File: src/rtl/accumulator_sequencer.sv
// Sequencer for a three-stage pre-adder/accumulator: feeds operand pairs group by group,
// drives the stage enables/clears and presents each group's sum with a valid/ready handshake.
module accumulator_sequencer #(
  parameter int SIZEIN = 16,
  parameter int TERM_W = 10,
  parameter int GRP_W  = 8
) (
  input  logic                       clk,
  input  logic                       rst_n,
  input  logic                       start,
  input  logic [TERM_W-1:0]          n_terms,
  input  logic [GRP_W-1:0]           n_groups,
  input  logic                       in_valid,
  output logic                       in_ready,
  input  logic signed [SIZEIN-1:0]   in_a,
  input  logic signed [SIZEIN-1:0]   in_b,
  output logic signed [SIZEIN-1:0]   acc_a,
  output logic signed [SIZEIN-1:0]   acc_b,
  output logic                       acc_ce1,
  output logic                       acc_ce2,
  output logic                       acc_ce3,
  output logic                       acc_clear_and_go,
  output logic                       acc_clear,
  input  logic signed [2*SIZEIN-1:0] acc_p,
  output logic                       res_valid,
  input  logic                       res_ready,
  output logic signed [2*SIZEIN-1:0] res_data,
  output logic [GRP_W-1:0]           res_idx,
  output logic                       busy,
  output logic                       done
);

  typedef enum logic [1:0] {IDLE = 2'd0, RUN = 2'd1, DRAIN = 2'd2} state_t;

  state_t            state_q, state_d;
  logic [TERM_W-1:0] terms_q, terms_d, term_q, term_d;
  logic [GRP_W-1:0]  groups_q, groups_d, grp_q, grp_d, res_idx_q, res_idx_d;
  logic              s1_v_q, s1_v_d, s1_first_q, s1_first_d, s1_last_q, s1_last_d;
  logic              s2_v_q, s2_v_d, s2_first_q, s2_first_d, s2_last_q, s2_last_d;
  logic              res_valid_q, res_valid_d, done_q, done_d;

  logic start_ok, start_zero, adv, accept, term_last, grp_last, hs, final_hs, ce3_last;

  assign start_ok   = (state_q == IDLE) && start && (n_terms != '0) && (n_groups != '0);
  assign start_zero = (state_q == IDLE) && start && ((n_terms == '0) || (n_groups == '0));
  assign hs         = res_valid_q && res_ready;
  // Only a group's first term (a load) would destroy the pending result in acc_p.
  assign adv        = !(s2_v_q && s2_first_q && res_valid_q && !res_ready);
  assign accept     = in_valid && (state_q == RUN) && adv;
  assign term_last  = (term_q == terms_q - TERM_W'(1));
  assign grp_last   = (grp_q == groups_q - GRP_W'(1));
  assign final_hs   = hs && (res_idx_q == groups_q - GRP_W'(1));
  assign ce3_last   = s2_v_q && adv && s2_last_q;

  always_ff @(posedge clk or negedge rst_n) begin
    if (!rst_n) state_q <= IDLE;
    else        state_q <= state_d;
  end

  always_comb begin
    state_d = state_q;
    unique case (state_q)
      IDLE:    if (start_ok) state_d = RUN;
      RUN:     if (accept && term_last && grp_last) state_d = DRAIN;
      DRAIN:   if (final_hs) state_d = IDLE;
      default: state_d = IDLE;
    endcase
  end

  always_comb begin
    in_ready         = (state_q == RUN) && adv;
    acc_a            = in_a;
    acc_b            = in_b;
    acc_ce1          = accept;
    acc_ce2          = s1_v_q && adv;
    acc_ce3          = s2_v_q && adv;
    acc_clear_and_go = s2_v_q && adv && s2_first_q;
    acc_clear        = start_ok;
    res_valid        = res_valid_q;
    res_data         = res_valid_q ? acc_p : '0;
    res_idx          = res_idx_q;
    busy             = (state_q != IDLE);
    done             = done_q || ((state_q == DRAIN) && final_hs);
  end

  always_comb begin
    terms_d     = terms_q;
    groups_d    = groups_q;
    term_d      = term_q;
    grp_d       = grp_q;
    s1_v_d      = s1_v_q;
    s1_first_d  = s1_first_q;
    s1_last_d   = s1_last_q;
    s2_v_d      = s2_v_q;
    s2_first_d  = s2_first_q;
    s2_last_d   = s2_last_q;
    res_valid_d = res_valid_q;
    res_idx_d   = res_idx_q;
    done_d      = start_zero;
    if (start_ok) begin
      terms_d   = n_terms;
      groups_d  = n_groups;
      term_d    = '0;
      grp_d     = '0;
      res_idx_d = '0;
    end
    if (accept) begin
      if (term_last) begin
        term_d = '0;
        grp_d  = grp_q + GRP_W'(1);
      end else begin
        term_d = term_q + TERM_W'(1);
      end
    end
    // Tags mirror the datapath operand (s1) and adder (s2) registers.
    if (adv) begin
      s2_v_d     = s1_v_q;
      s2_first_d = s1_first_q;
      s2_last_d  = s1_last_q;
      s1_v_d     = accept;
      s1_first_d = (term_q == '0);
      s1_last_d  = term_last;
    end
    if (hs) begin
      res_valid_d = 1'b0;
      res_idx_d   = res_idx_q + GRP_W'(1);
    end
    if (ce3_last) res_valid_d = 1'b1;
  end

  always_ff @(posedge clk or negedge rst_n) begin
    if (!rst_n) begin
      terms_q     <= '0;
      groups_q    <= '0;
      term_q      <= '0;
      grp_q       <= '0;
      s1_v_q      <= 1'b0;
      s1_first_q  <= 1'b0;
      s1_last_q   <= 1'b0;
      s2_v_q      <= 1'b0;
      s2_first_q  <= 1'b0;
      s2_last_q   <= 1'b0;
      res_valid_q <= 1'b0;
      res_idx_q   <= '0;
      done_q      <= 1'b0;
    end else begin
      terms_q     <= terms_d;
      groups_q    <= groups_d;
      term_q      <= term_d;
      grp_q       <= grp_d;
      s1_v_q      <= s1_v_d;
      s1_first_q  <= s1_first_d;
      s1_last_q   <= s1_last_d;
      s2_v_q      <= s2_v_d;
      s2_first_q  <= s2_first_d;
      s2_last_q   <= s2_last_d;
      res_valid_q <= res_valid_d;
      res_idx_q   <= res_idx_d;
      done_q      <= done_d;
    end
  end

endmodule
File: config.mk
export PLATFORM = sky130hd
export DESIGN_NAME = accumulator_sequencer
export DESIGN_NICKNAME = d
export VERILOG_FILES = /design/src/rtl/accumulator_sequencer.sv
export SDC_FILE = /design/constraint.sdc
export NUM_CORES = 1
export LEC_CHECK = 0
export CAP_MARGIN = 15
export CORE_MARGIN = 2
export CORE_UTILIZATION = 43
export DETAILED_ROUTE_END_ITERATION = 8
export HOLD_SLACK_MARGIN = 0.03
export PLACE_DENSITY = 0.87
export RECOVER_POWER = 100
export SLEW_MARGIN = 20
export SYNTH_ARGS = -nofsm -noshare
export SYNTH_HDL_FRONTEND = slang
export SYNTH_SLANG_ARGS = --single-unit
export TNS_END_PERCENT = 10
File: constraint.sdc
create_clock -name clk -period 4.74 [get_ports clk]
set_clock_uncertainty 0.1 [all_clocks]
set_input_delay 1.422 -clock clk [delete_from_list [all_inputs] [get_ports clk]]
set_output_delay 1.422 -clock clk [all_outputs]
set_load 0.03 [all_outputs]
[Word level (Yosys, flattened, before mapping)]
Index checks and enable logic that the tools add are counted.
Cells by class
  shift operators: 0
  reductions and logical operators: 34
  equality and inequality tests: 8
  $lt $le $gt $ge: 0
  bitwise operators: 0
  multiplexer cells: 15
  multipliers: 0
  div/mod/pow operators: 0
  add/subtract/negate cells: 5
Operators with widths (count)
  $mux W8: 5
  $mux W32: 1
  $mux W10: 3
  $logic_not A10 Y1: 2
  $logic_and A1 B1 Y1: 19
  $add A8 B1 Y8 const B: 2
  $eq A8 B8 Y1: 2
  $add A10 B1 Y10 const B: 1
  $eq A10 B10 Y1: 1
  $reduce_bool A10 Y1: 1
  $sub A10 B1 Y10 const B: 1
  $logic_not A8 Y1: 1
  $reduce_bool A2 Y1: 4
  $reduce_bool A8 Y1: 1
  $sub A8 B1 Y8 const B: 1
  $mux W2: 3
  $pmux W2 S3: 1
  $ne A2 B2 Y1 const B: 2
  $reduce_and A3 Y1: 1
  $eq A2 B1 Y1 const B: 1
  $eq A2 B2 Y1 const B: 1
  $logic_not A1 Y1: 2
  $logic_not A2 Y1: 1
  $logic_or A1 B1 Y1: 2
  2 further kinds: 3
Word-level totals
  memories: 0
  output and inout bits: 81
  logic and storage cells: 76
  memory bits (writable): 0
  latch bits: 0
  flip-flop bits (word level): 54
  memory bits (read-only): 0
  input port bits: 87

[Logic depth before layout (Yosys ltp)]
Gate-level depths: netlist (run 1).
  word-level depth: 9
  gate-level depth with buffers: 11
  depth with buffers taken out: 9

[Least setup slack after synthesis (run 1)]
No wires, ideal clock.
  kind: in2out
  start: in res_ready
  end: out acc_ce1
  path buffers: 2
  cell stages on the path: 7
  required time: 3218 ps
  slack: 287 ps
  arrival time: 2931 ps
  cell sequence: buf_2 > nor2b_1 > and3_1 > buf_2 > nor2_1 > nand2_1 > inv_2
Between the ends
  cells in the longest elaborated chain, start to end: 4
Ends and longest elaborated chain
  start, declared: RTL line 26  | input logic res_ready,
  $logic_not A1 Y1: RTL line 48  | assign adv = !(s2_v_q && s2_first_q && res_valid_q && !res_ready);
  $logic_and A1 B1 Y1: RTL line 48
  $logic_not A1 Y1: RTL line 48
  $logic_and A1 B1 Y1: RTL line 49  | assign accept = in_valid && (state_q == RUN) && adv;
  end, declared: RTL line 19  | output logic acc_ce1,
Every way passes these cells.

[Final worst setup path (run 1)]
  start: in res_ready
  end: out done
Between the ends
  cells in the longest elaborated chain, start to end: 4
Ends and longest elaborated chain
  $logic_and A1 B1 Y1: RTL line 46  | assign hs = res_valid_q && res_ready;
  $logic_and A1 B1 Y1: RTL line 52  | assign final_hs = hs && (res_idx_q == groups_q - GRP_W'(1));
  $logic_and A1 B1 Y1: RTL line 83  | done = done_q || ((state_q == DRAIN) && final_hs);
  $logic_or A1 B1 Y1: RTL line 83
  end, declared: RTL line 30  | output logic done
Every way passes these cells.

==> results of run 1 <==
## metal layers
metal | vias to the layer above | GRT usage (%)
met4 | 0 | 9.51
met5 | - | 0
met2 | 126 | 36.0
met3 | 28 | 4.60
li1 | 1510 | -
met1 | 1476 | 20.5
## worst max-delay path, cell delays in order
cell and delay [ns]:
clkdlybuf4s50_1 0.48, nand2_1 0.10, nor4_2 0.23, nand3_1 0.14, nor4b_2 0.27, clkbuf_4 0.19, a31o_1 0.15, buf_4 0.16
## Yosys cell counts (7+ instances only)
| library cell | count | area [um^2] |
|---|---|---|
| clkbuf_1 | 10 | 37.5 |
| mux2_1 | 18 | 203 |
| o21ai_1 | 20 | 100 |
| nor3_1 | 9 | 45.0 |
| buf_4 | 33 | 248 |
| inv_1 | 13 | 48.8 |
| nand2_1 | 30 | 113 |
| dfrtp_1 | 54 | 1350 |
| and2_1 | 34 | 213 |
| xnor2_1 | 21 | 184 |
| nor2_1 | 19 | 71.3 |
| nand3_1 | 20 | 100 |
| buf_2 | 7 | 35.0 |
| xor2_1 | 16 | 140 |
| and3_1 | 8 | 50.1 |
## power by group
part | switching, W | total (W) | internal (W) | leakage [nW]
Combinational | 0.000296 | 0.000579 | 0.000283 | 1.34
Clock | 0.000155 | 0.000310 | 0.000156 | 0.0579
Sequential | 0.000139 | 0.000685 | 0.000546 | 0.698
Total | 0.000590 | 0.00157 | 0.000985 | 2.10
## what timing repair did
item | 4_1_cts | 5_1_grt
pin swaps | 2 | 4
gates resized for setup | 5 | 3
setup endpoints to repair | 2 | 2
buffers inserted | 0 | 1
## stage by stage
stage | cell area, um^2 | util (%) | std cells | total power (W)
global route | 4720 | 54.9 | 587 | 0.00167
floorplan | 3750 | - | 409 | 0.00114
finish | 4720 | 54.9 | 587 | 0.00157
detailed placement | 4640 | 54.0 | 578 | 0.00127
global placement | 4640 | 54.0 | 578 | 0.00124
CTS | 4760 | 55.4 | 586 | 0.00159
## area by class of cell
cell class | instances | area (um^2)
clock inverters | 3 | 40.0
flip-flops and latches | 54 | 1350
fillers | 745 | 3870
repair buffers | 113 | 1050
inverters | 15 | 56.3
multi-input cells | 289 | 2020
well taps | 108 | 135
clock buffers | 5 | 68.8
## registers in the layout (all words and copies together) (netlist names)
signal      count
s1_first_q      1
grp_q           8
done_q          1
term_q         10
s2_first_q      1
s1_v_q          1
s1_last_q       1
groups_q        8
s2_v_q          1
state_q         2
res_idx         8
res_valid       1
terms_q        10
s2_last_q       1
## how the worst max path moves through the flow
stage,slack (ns),end,cells past startpoint
2_1_floorplan,0.29,acc_ce1,7
3_3_place_gp,-0.30,acc_clear,6
3_5_place_dp,-0.40,acc_clear,6
4_1_cts,0.006,acc_clear,6
5_1_grt,-0.02,done,8
6_report,0.08,done,8
## cells by family after synthesis
kind of cell / share of synthesized area [%]
and+or+nand+nor: 24.8
buffers and inverters: 10.3
AOI/OAI and AO/OA: 11.2
DFF: 36.0
xor gates and xnor gates: 8.63
muxes: 7.03
adders and majority gates: 2.00
==> results.toml, run 1 <==
[worst_setup_path]
arrival_ns = 3.14
crit_path_end_kind = "primary output"
r2r_slack_ns = 1.78
r2r_end = "grp_q[3]"
r2r.worst_path.cells = 9
start_kind = "primary input"
worstSetupStartpoint = "res_ready"
worst-path-max-fanout = 2
crit_type = "primary input to primary output"
required_ns = 3.22
r2r_start = "terms_q[0]"

[placement]
place.gp.congestion = 0.824
place_hpwl_um = 7220
pre_cts_slack_ns = -0.401
numPortBuffers = 103

[yosys]
synth_area_um2 = 3750
netlist_instances = 409
synth_edf_count = 0
ys_async_sr_fraction_pct = 100
syn-num-nets = 502
ys_warn_count = 0
synth-main-ff-cell = "dfrtp_1"
avgSynthCellArea_um2 = 9.18
synth.ff_latch_count = 54
ys_seq_area_share_pct = 36.0
ys_types = 61

[clocking]
clock-root-buffer = "clkbuf_8"
clk_pin_slew_worst_paths_ns = 0.09
htreeDepth = 2
insertion_delay_ns = 0.32
hold_buffers = 0
cts_buffer_depth = 2
cts_buffers = 5
cts_sinks = 54
cts_tree = "done"

[detailed_routing]
dr.pass1.iters = 4
highest_layer = "met4"
wl_met2_um = 4780
vias = 3140
drtAntennaViolNets = 0
drt-met1-wl_um = 3510
via_per_inst = 5.35
wl_um = 9250
post-route-drc-count = 0
wl_met3_um = 578
post_drt_wl_per_cell_um = 15.8
drt_iter0_markers = 121

[global_routing]
grt_pass1_wl_um = 15000
grt_start_max_net_pins = 55
grt_overflow = 0
grt_usage_pct = 19.4
antenna_found_initial = 0
first_global_vias = 3172

[flow_run]
cap_violations = 1

[power_and_ir_drop]
peakVddDrop_v = 0.000231
p_leak_nw = 2.10
pwr_density_cell_nw_per_um2 = 334

[layout]
layout-drive-gt1-share_pct = 7.52
mostFrequentLayoutCells = "54 x dfrtp_1, 53 x clkdlybuf4s50_1, 42 x dlygate4sd3_1"
nNetsFinal = 571
antenna_cells = 0
final_common_cell = "dfrtp_1"
area_delta_synth_final_pct = 25.7

[run_status]
violations = "max-capacitance violations, max-slew violations"
status = "finished, violations left"

[timing]
whs_ns = 0.376
tightest_slew_ns = 2.81
hold_viol_final = 0
setup_viol = 0
fmax_mhz = 215
layout_setup_ws_ns = 0.0786
fin_crit_sh_pct = 98.3
finalCriticalPeriod_ns = 4.66
slew_viol_final = 55
maxSlewHeadroom_pct = -87.4
setup-tns-final_ns = 0

[die]
io_pins = 168
coreArea_um2 = 8590
die_w_um = 97.4
dieArea_um2 = 9500
initial_core_util_pct = 43.7
die_h_um = 97.4
num_rows = 34

[min_path]
hold_path_depth = 1
min_to = "s2_first_q"
min_from = "s1_first_q"
hp-class = "flip-flop to flip-flop"
(Power assumes the default switching activity.)
==> run 2, diff against run 1 <==
--- a/config.mk
+++ b/config.mk
@@ -5,12 +5,13 @@
 export SDC_FILE = /design/constraint.sdc
 export NUM_CORES = 1
 export LEC_CHECK = 0
+export ABC_AREA = 1
 export CAP_MARGIN = 15
 export CORE_MARGIN = 2
 export CORE_UTILIZATION = 43
 export DETAILED_ROUTE_END_ITERATION = 8
 export HOLD_SLACK_MARGIN = 0.03
-export PLACE_DENSITY = 0.87
+export PLACE_DENSITY = 0.86
 export RECOVER_POWER = 100
 export SLEW_MARGIN = 20
 export SYNTH_ARGS = -nofsm -noshare
==> run 2 against run 1 <==
The run still ends with max-capacitance violations, max-slew violations left. Count of clock-buffer cells in the layout up 1. Register-to-register slack better by 0.36 ns. Clock power up 4%. Non-clock buffer count up 6. Via count up 23%. Sequential share of layout area down 1.5 points. Flip-flop and latch count unchanged. Design area up 5.6%. Sequential power about the same. Largest power group is now combinational logic.
==> results.toml, run 2 <==
[yosys]
yosys.area.top_type = "dfrtp_1"
avgSynthCellArea_um2 = 6.83
ys_seq_area_share_pct = 34.5
ys_top_cells_by_area = "dfrtp_1 34%, nand2_1 18%, inv_1 7.8%, buf_4 6.1%, xor2_1 6.0%"
synth_area_um2 = 3920
yosysTopAreaCellShare_pct = 34.5
ys_warn_count = 0
ys_async_sr_fraction_pct = 100
syn-num-nets = 667
synthMostInstantiatedCell = "nand2_1"
ys_types = 32
synth_edf_count = 0
ys_top_cells_by_count = "187 x nand2_1, 81 x inv_1, 54 x dfrtp_1, 46 x nor2_1, 35 x nand3_1"
netlist_instances = 574
synth-main-ff-cell = "dfrtp_1"
synth.ff_latch_count = 54

[layout]
reg.largest.list = "term_q: 10 flops, terms_q: 10 flops"
area_delta_synth_final_pct = 27.2
final_common_cell = "nand2_1"
layout-drive-gt1-share_pct = 6.86
final_core_util_pct = 56.9
antenna_cells = 0
mostFrequentLayoutCells = "188 x nand2_1, 82 x inv_1, 54 x dfrtp_1, 54 x clkdlybuf4s50_1, 47 x nor2_1"
nNetsFinal = 749

[clocking]
cts_buffers = 5
insertion_delay_ns = 0.31
clk_pin_slew_worst_paths_ns = 0.10
clock-root-buffer = "clkbuf_8"
postCtsSetupBuffers = 0
cts_sinks = 54
cts_buffer_depth = 2
hold_buffers = 0
ctsResizeCount = 1
cts_tree = "done"
htreeDepth = 2

[timing]
maxSlewHeadroom_pct = -0.950
finalCriticalPeriod_ns = 4.63
hold_viol_final = 0
fin_crit_sh_pct = 97.6
fmax_mhz = 216
layout_setup_ws_ns = 0.112
setup_viol = 0
slew_viol_final = 28
rsz0062_at_grt = "no"
tightest_slew_ns = 1.51

[power_and_ir_drop]
power_w = 0.00186
p_leak_nw = 2.75
peakVddDrop_v = 0.000260
pwr_density_cell_nw_per_um2 = 372

[run_status]
violations = "max-capacitance violations, max-slew violations"
status = "finished, violations left"

[min_path]
min_from = "s1_first_q"
hp-class = "flip-flop to flip-flop"
hold_path_depth = 1
min_to = "s2_first_q"

[global_routing]
grt_usage_pct = 21.7
grt_overflow = 0
first_global_vias = 3771
grt_pass1_wl_um = 17300
antenna_found_initial = 0
grt_start_max_net_pins = 29

[worst_setup_path]
required_ns = 3.22
crit_chain = "clkdlybuf4s50_1, nor4_1, buf_4, nand3_1, nand3b_1, inv_1, dlygate4sd2_1"
r2r_start = "terms_q[0]"
crit_family = "buffers and inverters"
critical_path.max_stage_delay_ns = 0.42
r2r.worst_path.cells = 15
r2r_end = "state_q[0]"
critPathSlowestCell = "clkdlybuf4s50_1"
crit_path_end_kind = "primary output"
crit_type = "primary input to primary output"
r2r_slack_ns = 2.14
worst-path-max-fanout = 2
critPathBufInv = 4
start_kind = "primary input"
arrival_ns = 3.11

[die]
coreArea_um2 = 8760
io_pins = 168
die_h_um = 99.5
initial_core_util_pct = 44.7
dieArea_um2 = 9900
num_rows = 34
die_w_um = 99.5

[detailed_routing]
via_per_inst = 5.05
wl_um = 10600
dr.pass1.iters = 6
vias = 3857
post_drt_wl_per_cell_um = 13.9
drt_iter0_markers = 184
drtAntennaViolNets = 0
post-route-drc-count = 0

[placement]
place.gp.congestion = 0.885
numPortBuffers = 103
place_hpwl_um = 8280
pre_cts_slack_ns = -0.118

[flow_run]
cap_violations = 2
-- run 2: changes by cell type in the layout (fill, tap and decap cells not counted), moves of 17 or more --
cell     previous run  this run
nand2_1            30       188
mux2_1             18         0
inv_1              14        82
xnor2_1            21         4
nor2_1             20        47
and2_1             34         0
-- run 2: kinds of logic (layout without fill, tap and decap cells) --
family | after synthesis | in the layout | synth area share [%]
buffers and inverters | 133 | 215 | 16.0
AND/OR/NAND/NOR | 305 | 305 | 33.9
flip-flops | 54 | 54 | 34.5
AO/OA/AOI/OAI | 44 | 44 | 6.22
adder cells (fa/ha/maj) | 6 | 6 | 1.92
XOR/XNOR | 32 | 32 | 7.50
-- run 2: worst max path at each step --
stage                start        end  slack [ns]  depth (start not counted)
2_1_floorplan    res_ready       done        0.78                          6
3_3_place_gp   n_groups[4]  acc_clear       -0.05                          6
3_5_place_dp    n_terms[7]  acc_clear       -0.12                          7
4_1_cts         n_terms[7]  acc_clear        0.11                          7
5_1_grt          res_ready   in_ready        0.03                          6
6_report        n_terms[7]  acc_clear        0.11                          7
-- run 2: final cells by class --
type | count | area (um^2)
Clock inverter | 1 | 30.0
Multi-Input combinational cell | 387 | 1930
Clock buffer | 6 | 82.6
Inverter | 89 | 334
Fill cell | 767 | 3780
Timing Repair Buffer | 119 | 1120
Sequential cell | 54 | 1350
Tap cell | 108 | 135
-- run 2: metrics by stage --
step	hold WS [ns]	cells	setup TNS, ns	area [um^2]
CTS	0.380	764	0	5010
global placement	0.353	757	-0.0506	4900
finish	0.379	764	0	4980
detailed placement	0.357	757	-0.118	4900
floorplan	0.332	574	0	3920
global route	0.411	764	0	4980
-- run 2: worst register-to-register path, delay by kind of cell, from the launching register on --
family / cells / cell delay (ns)
DFF: 1 / 0.40
and+or+nand+nor: 12 / 1.57
adders and majority gates: 1 / 0.24
buffers and inverters: 2 / 0.17
-- run 2: power by group --
group	internal, W	switching [W]	total (W)
Combinational	0.000326	0.000524	0.000851
Clock	0.000169	0.000153	0.000322
Sequential	0.000559	0.000124	0.000683
Total	0.00105	0.000802	0.00186
-- run 2: routing by layer --
layer,up-vias,track usage [%],part of all wire (%)
met5,-,0,0
met2,170,39.8,50
li1,1891,-,-
met3,33,4.01,7.7
met4,0,6.85,2.4
met1,1763,25.5,40
